**src/rtl/jtcps1_obj_scan.sv**
```systemverilog
// jtcps1_obj_scan: walks the OBJ table for one scanline, emitting one draw request per intersecting tile.
module jtcps1_obj_scan #(
  parameter int LAST_OBJ = 255
) (
  input  logic        clk,
  input  logic        rst_n,
  input  logic        start,
  input  logic [8:0]  vrender,
  output logic [9:0]  table_addr,
  input  logic [15:0] table_data,
  output logic        dr_valid,
  input  logic        dr_ready,
  output logic [15:0] dr_code,
  output logic [8:0]  dr_hpos,
  output logic [3:0]  dr_vsub,
  output logic [4:0]  dr_pal,
  output logic        dr_hflip,
  output logic        busy,
  output logic        line_done
);
  typedef enum logic [3:0] {
    S_IDLE, S_RD_ATTR, S_RD_Y, S_RD_X, S_RD_CODE, S_CHECK, S_EMIT, S_NEXT, S_END
  } state_t;
  state_t      state_q, state_d;
  logic [7:0]  obj_q, obj_d;
  logic [8:0]  vline_q, vline_d, y_q, y_d, x_q, x_d;
  logic [15:0] code_q, code_d;
  logic [3:0]  w_q, w_d, h_q, h_d, ny_q, ny_d, vsub_q, vsub_d, c_q, c_d;
  logic        vflip_q, vflip_d, hflip_q, hflip_d, dr_valid_q, dr_valid_d;
  logic [4:0]  pal_q, pal_d;
  logic [8:0]  diff;
  logic [3:0]  nx, lo;
  logic        hit;
  assign diff       = vline_q - y_q;
  assign hit        = diff[8:4] <= {1'b0, h_q};
  assign nx         = hflip_q ? w_q - c_q : c_q;
  assign lo         = code_q[3:0] + nx;
  // Column offset wraps inside the low nibble; the row offset carries into the upper code bits.
  assign dr_code    = {code_q[15:4], 4'h0} + {12'h0, lo} + {8'h0, ny_q, 4'h0};
  assign dr_hpos    = x_q + {1'b0, c_q, 4'h0};
  assign dr_vsub    = vsub_q;
  assign dr_pal     = pal_q;
  assign dr_hflip   = hflip_q;
  assign dr_valid   = dr_valid_q;
  assign busy       = state_q != S_IDLE;
  assign line_done  = state_q == S_END;
  assign table_addr = state_q == S_RD_ATTR ? {obj_q, 2'd3} :
                      state_q == S_RD_Y    ? {obj_q, 2'd1} :
                      state_q == S_RD_X    ? {obj_q, 2'd0} :
                      state_q == S_RD_CODE ? {obj_q, 2'd2} : 10'd0;
  always_comb begin
    state_d    = state_q;
    obj_d      = obj_q;
    vline_d    = vline_q;
    y_d        = y_q;
    x_d        = x_q;
    code_d     = code_q;
    w_d        = w_q;
    h_d        = h_q;
    ny_d       = ny_q;
    vsub_d     = vsub_q;
    c_d        = c_q;
    vflip_d    = vflip_q;
    hflip_d    = hflip_q;
    pal_d      = pal_q;
    dr_valid_d = dr_valid_q;
    // Each state captures the word addressed by the previous state.
    case (state_q)
      S_RD_ATTR: state_d = S_RD_Y;
      S_RD_Y: begin
        {w_d, h_d}                = table_data[15:8];
        {vflip_d, hflip_d, pal_d} = table_data[6:0];
        state_d = table_data[15:8] == 8'hFF ? S_END : S_RD_X;
      end
      S_RD_X: begin
        y_d     = table_data[8:0];
        state_d = S_RD_CODE;
      end
      S_RD_CODE: begin
        x_d     = table_data[8:0];
        state_d = S_CHECK;
      end
      S_CHECK: begin
        code_d  = table_data;
        c_d     = 4'd0;
        ny_d    = vflip_q ? h_q - diff[7:4] : diff[7:4];
        vsub_d  = diff[3:0] ^ {4{vflip_q}};
        state_d = hit ? S_EMIT : S_NEXT;
      end
      S_EMIT: begin
        if (!dr_valid_q) dr_valid_d = 1'b1;
        else if (dr_ready) begin
          dr_valid_d = 1'b0;
          if (c_q == w_q) state_d = S_NEXT;
          else c_d = c_q + 4'd1;
        end
      end
      S_NEXT: begin
        state_d = obj_q == 8'(LAST_OBJ) ? S_END : S_RD_ATTR;
        obj_d   = obj_q == 8'(LAST_OBJ) ? obj_q : obj_q + 8'd1;
      end
      S_END:   state_d = S_IDLE;
      default: state_d = S_IDLE;
    endcase
    // A start pulse always wins: it aborts any scan in flight.
    if (start) begin
      state_d    = S_RD_ATTR;
      obj_d      = 8'd0;
      vline_d    = vrender;
      dr_valid_d = 1'b0;
    end
  end
  always_ff @(posedge clk or negedge rst_n) begin
    if (!rst_n) begin
      state_q    <= S_IDLE;
      obj_q      <= '0;
      vline_q    <= '0;
      y_q        <= '0;
      x_q        <= '0;
      code_q     <= '0;
      w_q        <= '0;
      h_q        <= '0;
      ny_q       <= '0;
      vsub_q     <= '0;
      c_q        <= '0;
      vflip_q    <= 1'b0;
      hflip_q    <= 1'b0;
      pal_q      <= '0;
      dr_valid_q <= 1'b0;
    end else begin
      state_q    <= state_d;
      obj_q      <= obj_d;
      vline_q    <= vline_d;
      y_q        <= y_d;
      x_q        <= x_d;
      code_q     <= code_d;
      w_q        <= w_d;
      h_q        <= h_d;
      ny_q       <= ny_d;
      vsub_q     <= vsub_d;
      c_q        <= c_d;
      vflip_q    <= vflip_d;
      hflip_q    <= hflip_d;
      pal_q      <= pal_d;
      dr_valid_q <= dr_valid_d;
    end
  end
endmodule

```
**config.mk**
```make
export PLATFORM = sky130hd
export DESIGN_NAME = jtcps1_obj_scan
export DESIGN_NICKNAME = d
export VERILOG_FILES = /design/src/rtl/jtcps1_obj_scan.sv
export SDC_FILE = /design/constraint.sdc
export NUM_CORES = 1
export LEC_CHECK = 0
export ABC_AREA = 1
export BUFFER_PORTS_ARGS = -buffer_cell sky130_fd_sc_hd__buf_4
export CAP_MARGIN = 20
export CORE_ASPECT_RATIO = 0.6
export CORE_UTILIZATION = 35
export DETAILED_ROUTE_END_ITERATION = 10
export MAX_ROUTING_LAYER = met4
export SYNTH_ARGS = -nofsm -noshare
export SYNTH_HDL_FRONTEND = slang
export SYNTH_SLANG_ARGS = --single-unit
```
**constraint.sdc**
```tcl
create_clock -name clk -period 3.9 [get_ports clk]
set_clock_uncertainty 0.1 [all_clocks]
set_input_delay 0 -clock clk [delete_from_list [all_inputs] [get_ports clk]]
set_output_delay 0 -clock clk [all_outputs]
set_load 0.02 [all_outputs]
```
==> impl_metrics.toml <==
[floorplan]
dieArea_um2 = 14400
initial_core_util_pct = 36.9
core_area_um2 = 13200
placementRows = 32
die_x_um = 154
die_y_um = 93.4
ios = 77

[place]
hpwl_um = 9620
post_dp_cell_area_um2 = 5570
globalplace.congestion = 0.844
dp_cells = 829
io_buffers = 76
place_ws_ns = 1.03

[synth]
synthFlopType = "dfrtp_1"
ys_ff_latch = 83
yosysMostFrequentCell = "nand2_1"
synth.top_cells.by_area = "dfrtp_1, nand2_1, ha_1"
ys_seq_area_share_pct = 42.6
avgSynthCellArea_um2 = 8.14
syn-num-nets = 665
syn_area_um2 = 4870
synth_top_cell_by_area = "dfrtp_1"
synth.distinct_cells = 35
ys.warnings.count = 0
synth_cells = 599
yosys.area.top_type_share_pct = 42.6
synth_commonest_cells = "nand2_1, dfrtp_1, inv_1"
synth_edf_count = 0
synthArstFlopShare_pct = 100

[grt]
gr-usage-met1_pct = 29.3
antenna_found_initial = 0
busiest_layer = "met1"
grt-ovfl-total = 0
grtUsageMet2_pct = 27.2
grt_pass1_vias = 4140
met3_usage_pct = 3.75
grt_max_degree = 84
grt_pass1_wl_um = 21200
grt_usage_pct = 19.7

[sta]
final_max_slew_viol_count = 0
hold_violations = 0
fmax_mhz = 340
slew_headroom_pct = 50.3
setup_ws_ns = 0.959
tightest_slew_ns = 0.742
period_share_pct = 75.4
fin_hold_ws_ns = 0.341
period_needed_ns = 2.94
setup_viol = 0
tns_ns = 0
rsz0062_at_grt = "false"

[cells_and_area]
area_delta_synth_final_pct = 30.1
fin_cells = 887
n_antenna_cell = 0
layout.nets = 778
fin_area_um2 = 6340
utilization_pct = 48.0
drive_above_1_share_pct = 16.5

[clock_network]
cts_buffer_depth = 2
clock_sinks = 83
clk_latency_ns = 0.34
cts_made_buffers = 9
clkSlewWorstSetupHoldPaths_ns = 0.06
cts_tree = "built"
htreeDepth = 3
cts_resized = 0
post-cts-setup-buffer-count = 0
cts-root-buf = "clkbuf_16"
hold_buffers = 39

[power]
leakage_nw = 3.23
peakVddDrop_uv = 300
power_mw = 5.04
power.density_nw_per_um2 = 795

[worst_setup_path]
path_max_fanout = 6
cp.required_ns = 3.80
crit_arrival_ns = 2.84
critPathCaptureType = "primary output"
start_kind = "flop"
criticalPathCategory = "reg -> out"

[detailed_routing]
drtPass1Iterations = 5
routedWlPerCell_um = 14.4
drt-vias-per-instance = 4.80
num_vias = 4259
drt-initial-drc-count = 333
ant_nets = 0
drc = 0
drt_wl_total_um = 12800

[run_status]
status = "finished, final reports clean"

[flow_run]
cap_violations = 0

[hold_path]
hp-class = "in -> reg"
==> metal layers <==
metal | vias to the layer above | part of all wire, %
li1 | 2146 | -
met1 | 1978 | 55
met2 | 122 | 40
met3 | 13 | 4.4
met4 | 0 | 0.85
met5 | - | 0
==> worst max-delay path, cell delays in order (launching register included) <==
cell and delay, ns:
dfrtp_1 0.46, ha_1 0.24, fa_1 0.39, xor2_1 0.17, a21oi_1 0.15, ha_1 0.29
a21oi_1 0.16, nand2_1 0.08, xnor2_1 0.20, nand3b_1 0.14, nand2_1 0.06, inv_1 0.05
buf_4 0.13
==> flip-flops by register name (all words and copies together) (netlist names) <==
register and flops:
code_q 16, vline_q 9, x_q 9, y_q 9, obj_q 8, dr_pal 5
c_q 4, dr_vsub 4, h_q 4, ny_q 4, state_q 4, w_q 4
dr_hflip 1, dr_valid 1, vflip_q 1
==> final cells by class <==
class | count | area [um^2]
timing repair buffer | 118 | 1030
fill | 1299 | 6870
inverter | 88 | 330
multi-input combinational | 412 | 2380
clock inverter | 4 | 47.5
sequential | 83 | 2080
tap | 170 | 213
clock buffer | 12 | 267
==> cells by family after synthesis <==
group / Yosys count / share of synthesized area [%]
XOR/XNOR: 32 / 5.90
AO/OA/AOI/OAI: 104 / 11.3
buffers and inverters: 104 / 8.55
flip-flops: 83 / 42.6
AND/OR/NAND/NOR: 239 / 21.3
adder cells (fa/ha/maj): 37 / 10.4
==> placed cells by master, fill, tap and decap left out, drive strengths merged <==
cell,n
nand2,158
inv,88
dfrtp,83
buf,78
o21ai,74
dlygate4sd3,40
nor2,35
ha,31
nand3,27
a21oi,24
xor2,22
clkbuf,12
nand4,11
xnor2,10
fa,6
nor3,4
nand3b,2
clkinv,2
or2,2
o2111ai,1
o211ai,1
o21a,1
o22a,1
a31oi,1
a31o,1
clkinvlp,1
bufinv,1
==> worst paths after layout <==
path                            cells past startpoint           from  slack [ns]          to
worst max-delay path                               12         c_q[0]        0.96  dr_code[3]
worst min-delay path                                4  table_data[5]        0.34      x_q[5]
worst max register to register                     18         y_q[0]        1.03  state_q[0]
worst min register to register                      2     vline_q[5]        0.39  vline_q[5]
max in group asynchronous                           4          rst_n        2.60  dr_vsub[3]
min in group asynchronous                           3          rst_n        0.48  code_q[10]
==> power breakdown <==
part           internal (mW)  switching (mW)
Combinational           1.12            1.58
Clock                  0.546           0.344
Sequential              1.17           0.278
Total                   2.84            2.20
Note: power is estimated with default switching activity, not from simulation.
